## config.mk

```make
export PLATFORM = sky130hd
export DESIGN_NAME = bram_chk_delay
export DESIGN_NICKNAME = d
export VERILOG_FILES = /design/src/rtl/bram_chk_pkg.sv /design/src/rtl/bram_chk_delay.sv
export SDC_FILE = /design/constraint.sdc
export NUM_CORES = 1
export LEC_CHECK = 0
export ABC_AREA = 1
export CORE_AREA = 2 2 39 41
export CTS_CLUSTER_DIAMETER = 80
export DETAILED_ROUTE_END_ITERATION = 8
export DIE_AREA = 0 0 41 43
export HOLD_SLACK_MARGIN = 0.06
export PLACE_DENSITY = 0.73
export SETUP_SLACK_MARGIN = 0.02
export SKIP_CTS_REPAIR_TIMING = 1
export SKIP_LAST_GASP = 1
export SLEW_MARGIN = 20
export SYNTH_ARGS = -nofsm -noshare
export SYNTH_HDL_FRONTEND = slang
export SYNTH_SLANG_ARGS = --single-unit
```

## constraint.sdc

```tcl
create_clock -name clk -period 1.4 [get_ports clk]
set_input_delay 0.42 -clock clk [delete_from_list [all_inputs] [get_ports clk]]
set_output_delay 0.42 -clock clk [all_outputs]
set_load 0.01 [all_outputs]
```

## src/rtl/bram_chk_pkg.sv

```systemverilog
// Shared types, sizes and the data-pattern generator for the BRAM write/read-back checker.

package bram_chk_pkg;

   localparam int unsigned DEPTH = 16;
   localparam int unsigned AW    = 4;
   localparam int unsigned DW    = 8;

   typedef enum logic [2:0] {
      StIdle,
      StWrite,
      StRead,
      StDrain,
      StDone
   } state_e;

   // Expected contents of one BRAM word for a given selector and address.
   function automatic logic [DW-1:0] pattern(input logic [1:0] sel, input logic [AW-1:0] addr);
      logic [DW-1:0] val;
      case (sel)
         2'd0:    val = {4'h0, addr};
         2'd1:    val = ~{4'h0, addr};
         2'd2:    val = addr[0] ? 8'h55 : 8'hAA;
         default: val = {addr, addr};
      endcase
      return val;
   endfunction

endpackage

```

## src/rtl/bram_chk_delay.sv

```systemverilog
// Valid/address/expected-data shift pipeline matching the BRAM read latency.

module bram_chk_delay
   import bram_chk_pkg::*;
#(
   parameter int unsigned LATENCY = 1
) (
   input  logic          clk,
   input  logic          rst_n,
   input  logic          in_valid,
   input  logic [AW-1:0] in_addr,
   input  logic [DW-1:0] in_exp,
   output logic          out_valid,
   output logic [AW-1:0] out_addr,
   output logic [DW-1:0] out_exp
);

   logic [LATENCY-1:0] vld_q;
   logic [AW-1:0]      addr_q [LATENCY];
   logic [DW-1:0]      exp_q  [LATENCY];

   always_ff @(posedge clk or negedge rst_n) begin
      if (!rst_n) begin
         vld_q <= '0;
         for (int i = 0; i < int'(LATENCY); i++) begin
            addr_q[i] <= '0;
            exp_q[i]  <= '0;
         end
      end else begin
         vld_q[0]  <= in_valid;
         addr_q[0] <= in_addr;
         exp_q[0]  <= in_exp;
         for (int i = 1; i < int'(LATENCY); i++) begin
            vld_q[i]  <= vld_q[i-1];
            addr_q[i] <= addr_q[i-1];
            exp_q[i]  <= exp_q[i-1];
         end
      end
   end

   assign out_valid = vld_q[LATENCY-1];
   assign out_addr  = addr_q[LATENCY-1];
   assign out_exp   = exp_q[LATENCY-1];

endmodule

```

Yosys cells after proc, flatten, opt, wreduce, memory -nomap -nowiden
Index checks and enable logic that the tools add are counted.
{"block": "word_totals", "reg_bits": 13, "input_bits": 15}

Logic depth before layout (Yosys ltp)
{"block": "depth", "ltp_word": 0, "mapped_depth": 0}

Worst setup path after synthesis
Ideal clock, no wire load.
{"block": "synth_timing", "path_kind": "flip-flop to output port", "start": "register addr_q (netlist bit out_addr[0])", "end": "output port out_addr[0]", "arrival_time_ps": 376, "slack_ps": 604, "path_stages_with_launch": 1, "cell_sequence": "dfrtp_1"}
{"element": "start, declared", "line": "bram_chk_delay.sv:19", "source": "logic [AW-1:0] addr_q [LATENCY];"}
{"element": "start signal, assigned by index", "line": "bram_chk_delay.sv:35", "source": "addr_q[i] <= addr_q[i-1];"}
{"element": "end, declared", "line": "bram_chk_delay.sv:14", "source": "output logic [AW-1:0] out_addr,"}
No word-level cell between the ends.

Worst setup path after layout
{"block": "layout_timing", "start": "register exp_q (netlist bit out_exp[5])", "end": "output port out_exp[5]"}
{"element": "start, declared", "line": "bram_chk_delay.sv:20", "source": "logic [DW-1:0] exp_q [LATENCY];"}
{"element": "start signal, assigned by index", "line": "bram_chk_delay.sv:36", "source": "exp_q[i] <= exp_q[i-1];"}
{"element": "end, declared", "line": "bram_chk_delay.sv:15", "source": "output logic [DW-1:0] out_exp"}
No word-level cell between the ends.

==> metrics.md <==
| Metric | Value |
|---|---|
| Status | `completed` |
| Max-slew headroom | `89.11%` |
| CP max stage delay | `370 ps` |
| Fin area | `681.9 um2` |
| Avg Inst Size Synth | `25.02 um2` |
| Final period util | `87.63%` |
| Crit path depth | `1` |
| Cell family with most CP delay | `flip-flops` |
| Max cap viols | `0` |
| Vias in the first global route | `about 200` |
| HP Class | `in -> async` |
| Register area share after synthesis | `100.0%` |
| Commonest non-fill, non-tap cell in the layout | `clkdlybuf4s50_1` |
| Slew @ Worst Pin | `163.4 ps` |
| #FFs+latches synth | `13` |
| P_leak | `slightly below 0.4 nW` |
| Share of the synthesized area in the top cell type | `100.0%` |
| Iteration count of the initial detailed-routing pass | `4` |
| Register Area | `325.3 um2` |
| Area Growth Syn to Fin | `109.6%` |
| Worst slack, placed | `~120 ps` |
| Tmin final | `1227 ps` |
| Multi-input gate area | `0 um2` |
| Die X | `41 um` |
| CP arrival | `810 ps` |
| Worst VDD drop | `0.0005427 V` |
| Via density | `3.623` |
| Critical path's slowest cell | `dfrtp_1` |
| Longest Clk Path Bufs | `2` |
| DR vias | `221` |
| Area post-placement | `623.1 um2` |
| Clk slew on worst S/H paths | `80 ps` |
| Post-Place Cells | `57` |
| # clock sinks | `13` |
| Initial DRC count | `1` |
| Core area | `0.001384 mm2` |
| DIE AREA | `between 0.0015 and 0.002 mm2` |
| Total power | `0.7110 mW` |
| Post-DR wirelength/cell | `10.07 um` |
| Routed wl met2 | `about 330 um` |
| Most frequent cells in the layout | `clkdlybuf4s50_1, dfrtp_1, dlymetal6s2s_1` |
| Die height | `43 um` |
| Post-synth cell types | `1` |
| Syn. warnings | `0` |
| Post-synth top area cell | `dfrtp_1` |
| CP Launch Type | `register` |
| RSZ-0062 raised after global routing | `no` |
| Worst-path maximum fanout | `1` |
| Setup crit end kind | `output port` |
| Routed Antenna Nets | `0` |
| Crit path kind | `reg -> out` |
| CTS tree | `done` |
| Total number of H-tree levels | `1` |
| Post-synthesis cell count | `13` |
| PD cells | `roughly 1000 mW/mm2` |
| Final setup violation count | `0` |
| Number of remaining DRC errors | `0` |
| Crit path cell chain | `dlymetal6s2s_1` |
| Final WS setup | `173.2 ps` |
| Hold slack | `439.4 ps` |
| Ant diodes | `0` |
| #MultiIn Comb | `0` |
| Post-Layout Cell Count | `61` |
| Io pins | `28` |
| Initial Util | `23.51%` |
| Synth Cell Area | `325.3 um2` |
| Fraction of layout cells with a size suffix above 1 | `between 8 and 9%` |
| Required time worst endpoint | `slightly below 1000 ps` |
| Cell row count | `14` |
| Placer congestion estimate | `0.5994` |
| Fillers | `140` |
| Total wire length | `around 610 um` |
| M1 WL | `221 um` |
| First-pass GRT wire length | `between 800 and 900 um` |
| Main area contributors after synthesis | `dfrtp_1` |
| Synth Net Count | `28` |
| Initial antenna violation count | `0` |
| CP bufs+invs | `1` |
| Largest net degree at the start of global routing | `14` |
| CTS root buf | `clkbuf_4` |
| Final Hold Vio Count | `0` |
| Grt total ovfl | `0` |
| Highest routed layer | `met3` |
| Fmax | `0.8151 GHz` |
| Global-route usage over all layers | `slightly below 8%` |
| Port-buffer cells | `27` |
| Fin nets | `61` |
| Count of pins over their slew limit | `0` |
| Routed length on met3 | `between 60 and 70 um` |
| CTS Buf Count | `3` |
registers in the layout (all words and copies together) (netlist names):
signal	cells
out_addr	4
out_valid	1
out_exp	8
cells in the mapped netlist (all sizes together):
library cell  count
dfrtp            13
cell families after synthesis:
logic type,Yosys count,synth area share [%]
flops,13,100.0
stage by stage:
step                      util (%)  TNS (ps)
after global placement       45.03         0
after detailed placement     45.03         0
after global routing         49.28         0
after CTS                    46.93     -1961
final                        49.28         0
after floorplan                  -         0
cell type report:
| type | count | area share (%) |
|---|---|---|
| Sequential cell | 13 | 47.71 |
| Clock buffer | 4 | 3.853 |
| Tap cell | 16 | 2.936 |
| Timing Repair Buffer | 28 | 45.50 |
per-layer routing:
layer  vias up  GRT usage [%]
met1       103          7.904
met4         0          8.000
li1        102              -
met2        16          10.94
met3         0          3.665
met5         -              0
report_power, final:
group | internal, mW | leakage [nW] | switching, mW
logic | 0.0618 | 0.229 | 0.0282
clock network | 0.110 | 0.0150 | 0.114
registers | 0.394 | 0.151 | 0.00352
total | 0.566 | 0.396 | 0.145
how the worst max path moves through the flow:
stage,startpoint,to,slack [ps]
2_1_floorplan,out_addr[0],out_addr[0],600
3_3_place_gp,out_exp[0],out_exp[0],150
3_5_place_dp,out_exp[5],out_exp[5],120
4_1_cts,out_exp[5],out_exp[5],-180
5_1_grt,out_exp[5],out_exp[5],130
6_report,out_exp[5],out_exp[5],170
(Power assumes the default switching activity.)
